**config.mk**
```make
export PLATFORM = sky130hd
export DESIGN_NAME = pc_stack
export DESIGN_NICKNAME = d
export VERILOG_FILES = /design/src/rtl/cpu_pkg.sv /design/src/rtl/ret_stack.sv /design/src/rtl/pc_stack.sv
export SDC_FILE = /design/constraint.sdc
export NUM_CORES = 1
export LEC_CHECK = 0
export ABC_AREA = 1
export ABC_CLOCK_PERIOD_IN_PS = 2900
export CAP_MARGIN = 25
export CORE_UTILIZATION = 35
export DETAILED_ROUTE_END_ITERATION = 12
export DONT_BUFFER_PORTS = 1
export HOLD_SLACK_MARGIN = 0.03
export PLACE_DENSITY_LB_ADDON = 0.15
export SETUP_SLACK_MARGIN = 0.05
export SLEW_MARGIN = 10
export SYNTH_ARGS = -nofsm -noshare
export SYNTH_HDL_FRONTEND = slang
export SYNTH_SLANG_ARGS = --single-unit
```
**constraint.sdc**
```tcl
create_clock -name clk -period 2.9 [get_ports clk]
set_input_delay 0.58 -clock clk [delete_from_list [all_inputs] [get_ports clk]]
set_output_delay 0.58 -clock clk [all_outputs]
set_load 0.01 [all_outputs]
```
**src/rtl/cpu_pkg.sv**
```systemverilog
// Shared CPU definitions: datapath widths and the PC operation encoding.
// Used by pc_stack and by the control unit.
package cpu_pkg;

  localparam int ADDR_W = 4;
  localparam int BUS_W  = 8;

  typedef enum logic [2:0] {
    NONE,
    INC,
    LOAD,
    JREL,
    CALL,
    RET
  } pc_op_t;

  // Fixed priority: call > ret > load > jmp_rel > inc
  function automatic pc_op_t pc_decode(
    input logic inc,
    input logic load,
    input logic jmp_rel,
    input logic call,
    input logic ret
  );
    pc_op_t op;
    op = NONE;
    case (1'b1)
      call:    op = CALL;
      ret:     op = RET;
      load:    op = LOAD;
      jmp_rel: op = JREL;
      inc:     op = INC;
      default: op = NONE;
    endcase
    return op;
  endfunction

endpackage

```
**src/rtl/ret_stack.sv**
```systemverilog
// Parametrised LIFO for return addresses.
// Only the occupancy pointer is reset; the entries keep their contents.
module ret_stack #(
  parameter int W     = 4,
  parameter int DEPTH = 4,
  parameter int CW    = $clog2(DEPTH + 1)
) (
  input  logic          clk,
  input  logic          rst_n,
  input  logic          push,
  input  logic          pop,
  input  logic [W-1:0]  din,
  output logic [W-1:0]  dout,
  output logic [CW-1:0] count,
  output logic          full,
  output logic          empty
);

  localparam int AW = (DEPTH > 1) ? $clog2(DEPTH) : 1;

  logic [W-1:0]  mem [2**AW];
  logic [AW-1:0] wr_idx;
  logic [AW-1:0] rd_idx;
  logic          do_push;
  logic          do_pop;

  assign full    = (count == CW'(DEPTH));
  assign empty   = (count == '0);
  assign wr_idx  = AW'(count);
  assign rd_idx  = AW'(count - CW'(1));
  assign do_push = push && !full;
  assign do_pop  = pop && !empty && !push;
  assign dout    = mem[rd_idx];

  always_ff @(posedge clk) begin
    if (!rst_n) begin
      count <= '0;
    end else if (do_push) begin
      count <= count + CW'(1);
    end else if (do_pop) begin
      count <= count - CW'(1);
    end
  end

  always_ff @(posedge clk) begin
    if (do_push) begin
      mem[wr_idx] <= din;
    end
  end

endmodule

```
**src/rtl/pc_stack.sv**
```systemverilog
// Program counter with relative jumps and a hardware return-address stack.
// Flags ovf/unf are sticky and do not block later operations.
module pc_stack
  import cpu_pkg::*;
#(
  parameter int ADDR_W = cpu_pkg::ADDR_W,
  parameter int BUS_W  = cpu_pkg::BUS_W,
  parameter int DEPTH  = 4,
  parameter int SW     = $clog2(DEPTH + 1)
) (
  input  logic             clk,
  input  logic             rst_n,
  input  logic             inc,
  input  logic             load,
  input  logic             jmp_rel,
  input  logic             call,
  input  logic             ret,
  input  logic             clr_err,
  input  logic [BUS_W-1:0] bus,
  output logic [BUS_W-1:0] out,
  output logic [SW-1:0]    sp,
  output logic             full,
  output logic             empty,
  output logic             ovf,
  output logic             unf
);

  pc_op_t            op;
  logic [ADDR_W-1:0] pc;
  logic [ADDR_W-1:0] tgt;
  logic [ADDR_W-1:0] pc_inc;
  logic [ADDR_W-1:0] pc_rel;
  logic [ADDR_W-1:0] top;
  logic              push;
  logic              pop;
  logic              ovf_set;
  logic              unf_set;

  assign op      = pc_decode(inc, load, jmp_rel, call, ret);
  assign tgt     = bus[ADDR_W-1:0];
  assign pc_inc  = pc + ADDR_W'(1);
  // Offset is already ADDR_W wide, so the modulo sum equals sign-extended add
  assign pc_rel  = pc + tgt;
  assign push    = (op == CALL) && !full;
  assign pop     = (op == RET) && !empty;
  assign ovf_set = (op == CALL) && full;
  assign unf_set = (op == RET) && empty;
  assign out     = BUS_W'(pc);

  ret_stack #(
    .W     (ADDR_W),
    .DEPTH (DEPTH),
    .CW    (SW)
  ) u_stack (
    .clk   (clk),
    .rst_n (rst_n),
    .push  (push),
    .pop   (pop),
    .din   (pc_inc),
    .dout  (top),
    .count (sp),
    .full  (full),
    .empty (empty)
  );

  always_ff @(posedge clk) begin
    if (!rst_n) begin
      pc  <= '0;
      ovf <= 1'b0;
      unf <= 1'b0;
    end else begin
      ovf <= ovf_set || (ovf && !clr_err);
      unf <= unf_set || (unf && !clr_err);
      unique case (op)
        CALL:    if (push) pc <= tgt;
        RET:     if (pop) pc <= top;
        LOAD:    pc <= tgt;
        JREL:    pc <= pc_rel;
        INC:     pc <= pc_inc;
        default: pc <= pc;
      endcase
    end
  end

endmodule
```
==> metrics <==
IO Port Bufs=0; Layout Nets=210; Clk Latency, worst-skew pair=~280 ps; largest net degree at the start of global routing=17; Core ar.=0.00406 sq mm; CTS tree=done; Chip Height=67.6 um; initial antenna violation count=0; vias in the first global route=1071; WP buf/inv=2; Cell Area, Synth=approximately 0.0015 sq mm; Peak supply drop=roughly 0.15 mV; drt wl/cell=roughly 13 um; minimum clock period=1990 ps; Seq/Total Area, Yosys=a little over two fifths; first-pass GRT wire length=slightly below 5 mm; CTS Sinks=25; GRT Util Overall=14.9%; Yosys cell types=29; Root Driver=clkbuf_8; cts bufs inserted=3; antenna-violating nets left=0; io pins=31; unrepaired setup endpoints after global routing=false; ANT cells=0; vias=1141; max-slew violation count=0; Reg clk slew, reported paths=100 ps; Post-CTS Hold Buffers=0; Worst path top cell family by delay=adder cells; slowest stage delay, CP=450 ps; gr ovfl total=0; outcome=complete, no violations; CTS resizes=0; crit-path most repeated cell=ha_1; dpl cells=~230; hold_ws=412 ps; Critical Path AT=1930 ps; critical path peak fanout=6; crit start category=flip-flop; GPL Wtd Cong=0.821; Crit-path slowest cell=dfxtp_1; DP Worst Slack=909 ps; max cap viols=0; Die Span X=67.6 um; synthesized flop and latch total=25; Leak=0.697 nW; vias per inst=4.92; Layout Cells excl Fill=around 230; Crit path required time=2850 ps; utilization after layout=39.4%; Final Hold Fails=0; Hold/Removal Path Class=in2reg; DIE AREA=0.00457 sq mm; Synth Instances=179; Max Freq=503 MHz; final setup fails=0; synthesized area per cell=between 8 and 9 sq um; Layout area overhead=6.23%; Fillers=429; H-tree Lvls=1; Post-Route Setup TNS=0 ps; crit end category=flip-flop; clk buf depth=2; Detailed Routing Iterations Pass 1=4; fin crit share=slightly below 70%; num rows=23; post-DP HPWL=2.41 mm; synth warn=0; First DRT Iteration DRCs=48; initial core utilization=37.1%; kind of critical path=reg2reg; clk_skew=9.99 ps; Post-route DRC=0; Setup WS post-layout=912 ps; total wire length=between 3 and 4 mm; share of layout cells above drive strength 1=13.7%; setup bufs post-CTS=0; pwr/cell area=568 mW/mm^2; CP Cell Sequence=inv_1 > ha_1 > ha_1 > nor2_4 > inv_2 > nor2_1
## metrics by stage
stage	cell area [sq um]	total power, W
floorplan	1520	0.000641
finish	1600	0.000908
CTS	1600	0.000917
detailed placement	1550	0.000693
global route	1600	0.000969
global placement	1550	0.000689
## area by class of cell
type	count	area, sq um	area share, %
clock inverter	1	8.76	0.548
clock buffer	3	41.3	2.58
multi-input combinational	125	717	44.8
sequential	25	661	41.3
timing repair buffer	1	7.51	0.469
inverter	27	101	6.34
tap	50	62.6	3.91
## power breakdown
part / switching (W) / leakage [nW] / internal, W / total, W
sequential: 0.0000298 / 0.221 / 0.000420 / 0.000450
combinational: 0.000150 / 0.450 / 0.0000809 / 0.000231
clock: 0.000126 / 0.0261 / 0.000101 / 0.000227
total: 0.000306 / 0.697 / 0.000602 / 0.000908
## cells by family after synthesis
family	synth area share, %
xor gates and xnor gates	0.582
buffers and inverters	9.23
other	0.249
DFF	43.9
and+or+nand+nor	26.9
adders and majority gates	9.64
AOI/OAI and AO/OA	9.56
## flip-flops by register name, summed over array words and instances, names as in the netlist
register	flops
unf	1
u_stack.mem	16
pc	4
ovf	1
u_stack.count	3
## cells in the mapped netlist
| master | count | area [sq um] |
|---|---|---|
| a211oi_2 | 1 | 12.5 |
| a21oi_1 | 8 | 40.0 |
| a21oi_2 | 3 | 26.3 |
| a31oi_1 | 1 | 6.26 |
| and3_1 | 1 | 6.26 |
| buf_4 | 5 | 37.5 |
| conb_1 | 1 | 3.75 |
| dfxtp_1 | 9 | 180 |
| edfxtp_1 | 16 | 480 |
| fa_1 | 1 | 20.0 |
| ha_1 | 10 | 125 |
| inv_1 | 20 | 75.1 |
| inv_2 | 7 | 26.3 |
| nand2_1 | 39 | 146 |
| nand2_2 | 1 | 6.26 |
| nand2_4 | 1 | 11.3 |
| nand3_1 | 9 | 45.0 |
| nand3_2 | 2 | 20.0 |
| nand3_4 | 1 | 17.5 |
| nand3b_2 | 1 | 11.3 |
| nand4_1 | 1 | 6.26 |
| nor2_1 | 25 | 93.8 |
| nor2_4 | 3 | 33.8 |
| o21a_1 | 1 | 7.51 |
| o21ai_0 | 3 | 15.0 |
| o21ai_1 | 6 | 30.0 |
| o22ai_1 | 1 | 6.26 |
| or2_1 | 1 | 6.26 |
| xor2_1 | 1 | 8.76 |
## worst paths after layout
check        cells past startpoint                       endpoint                          start  slack, ps
max                              6    u_stack.mem[2][0]$_DFFE_PP_  u_stack.count[1]$_SDFFE_PN0P_        910
min                              1  u_stack.count[1]$_SDFFE_PN0P_                          rst_n        410
max reg2reg                      6    u_stack.mem[2][0]$_DFFE_PP_  u_stack.count[1]$_SDFFE_PN0P_        910
min reg2reg                      2                 ovf$_SDFF_PN0_                 ovf$_SDFF_PN0_        510
## layout by cell type (no fill, tap or decap), types with 4 or more instances in the layout
master and n:
o21ai_1 6, nand3_1 9, dfxtp_1 9, inv_1 20, conb_1 4, inv_2 7
a21oi_1 8, nor2_1 25, edfxtp_1 16, ha_1 10, nand2_1 39
## per-layer routing
metal | share of wire [%] | GRT usage [%] | vias up
met1 | 44 | 16.8 | 533
li1 | - | - | 579
met4 | 2.0 | 6.65 | 0
met2 | 50 | 26.1 | 23
met5 | 0 | 0 | -
met3 | 4.5 | 3.55 | 6
(Power assumes the default switching activity.)
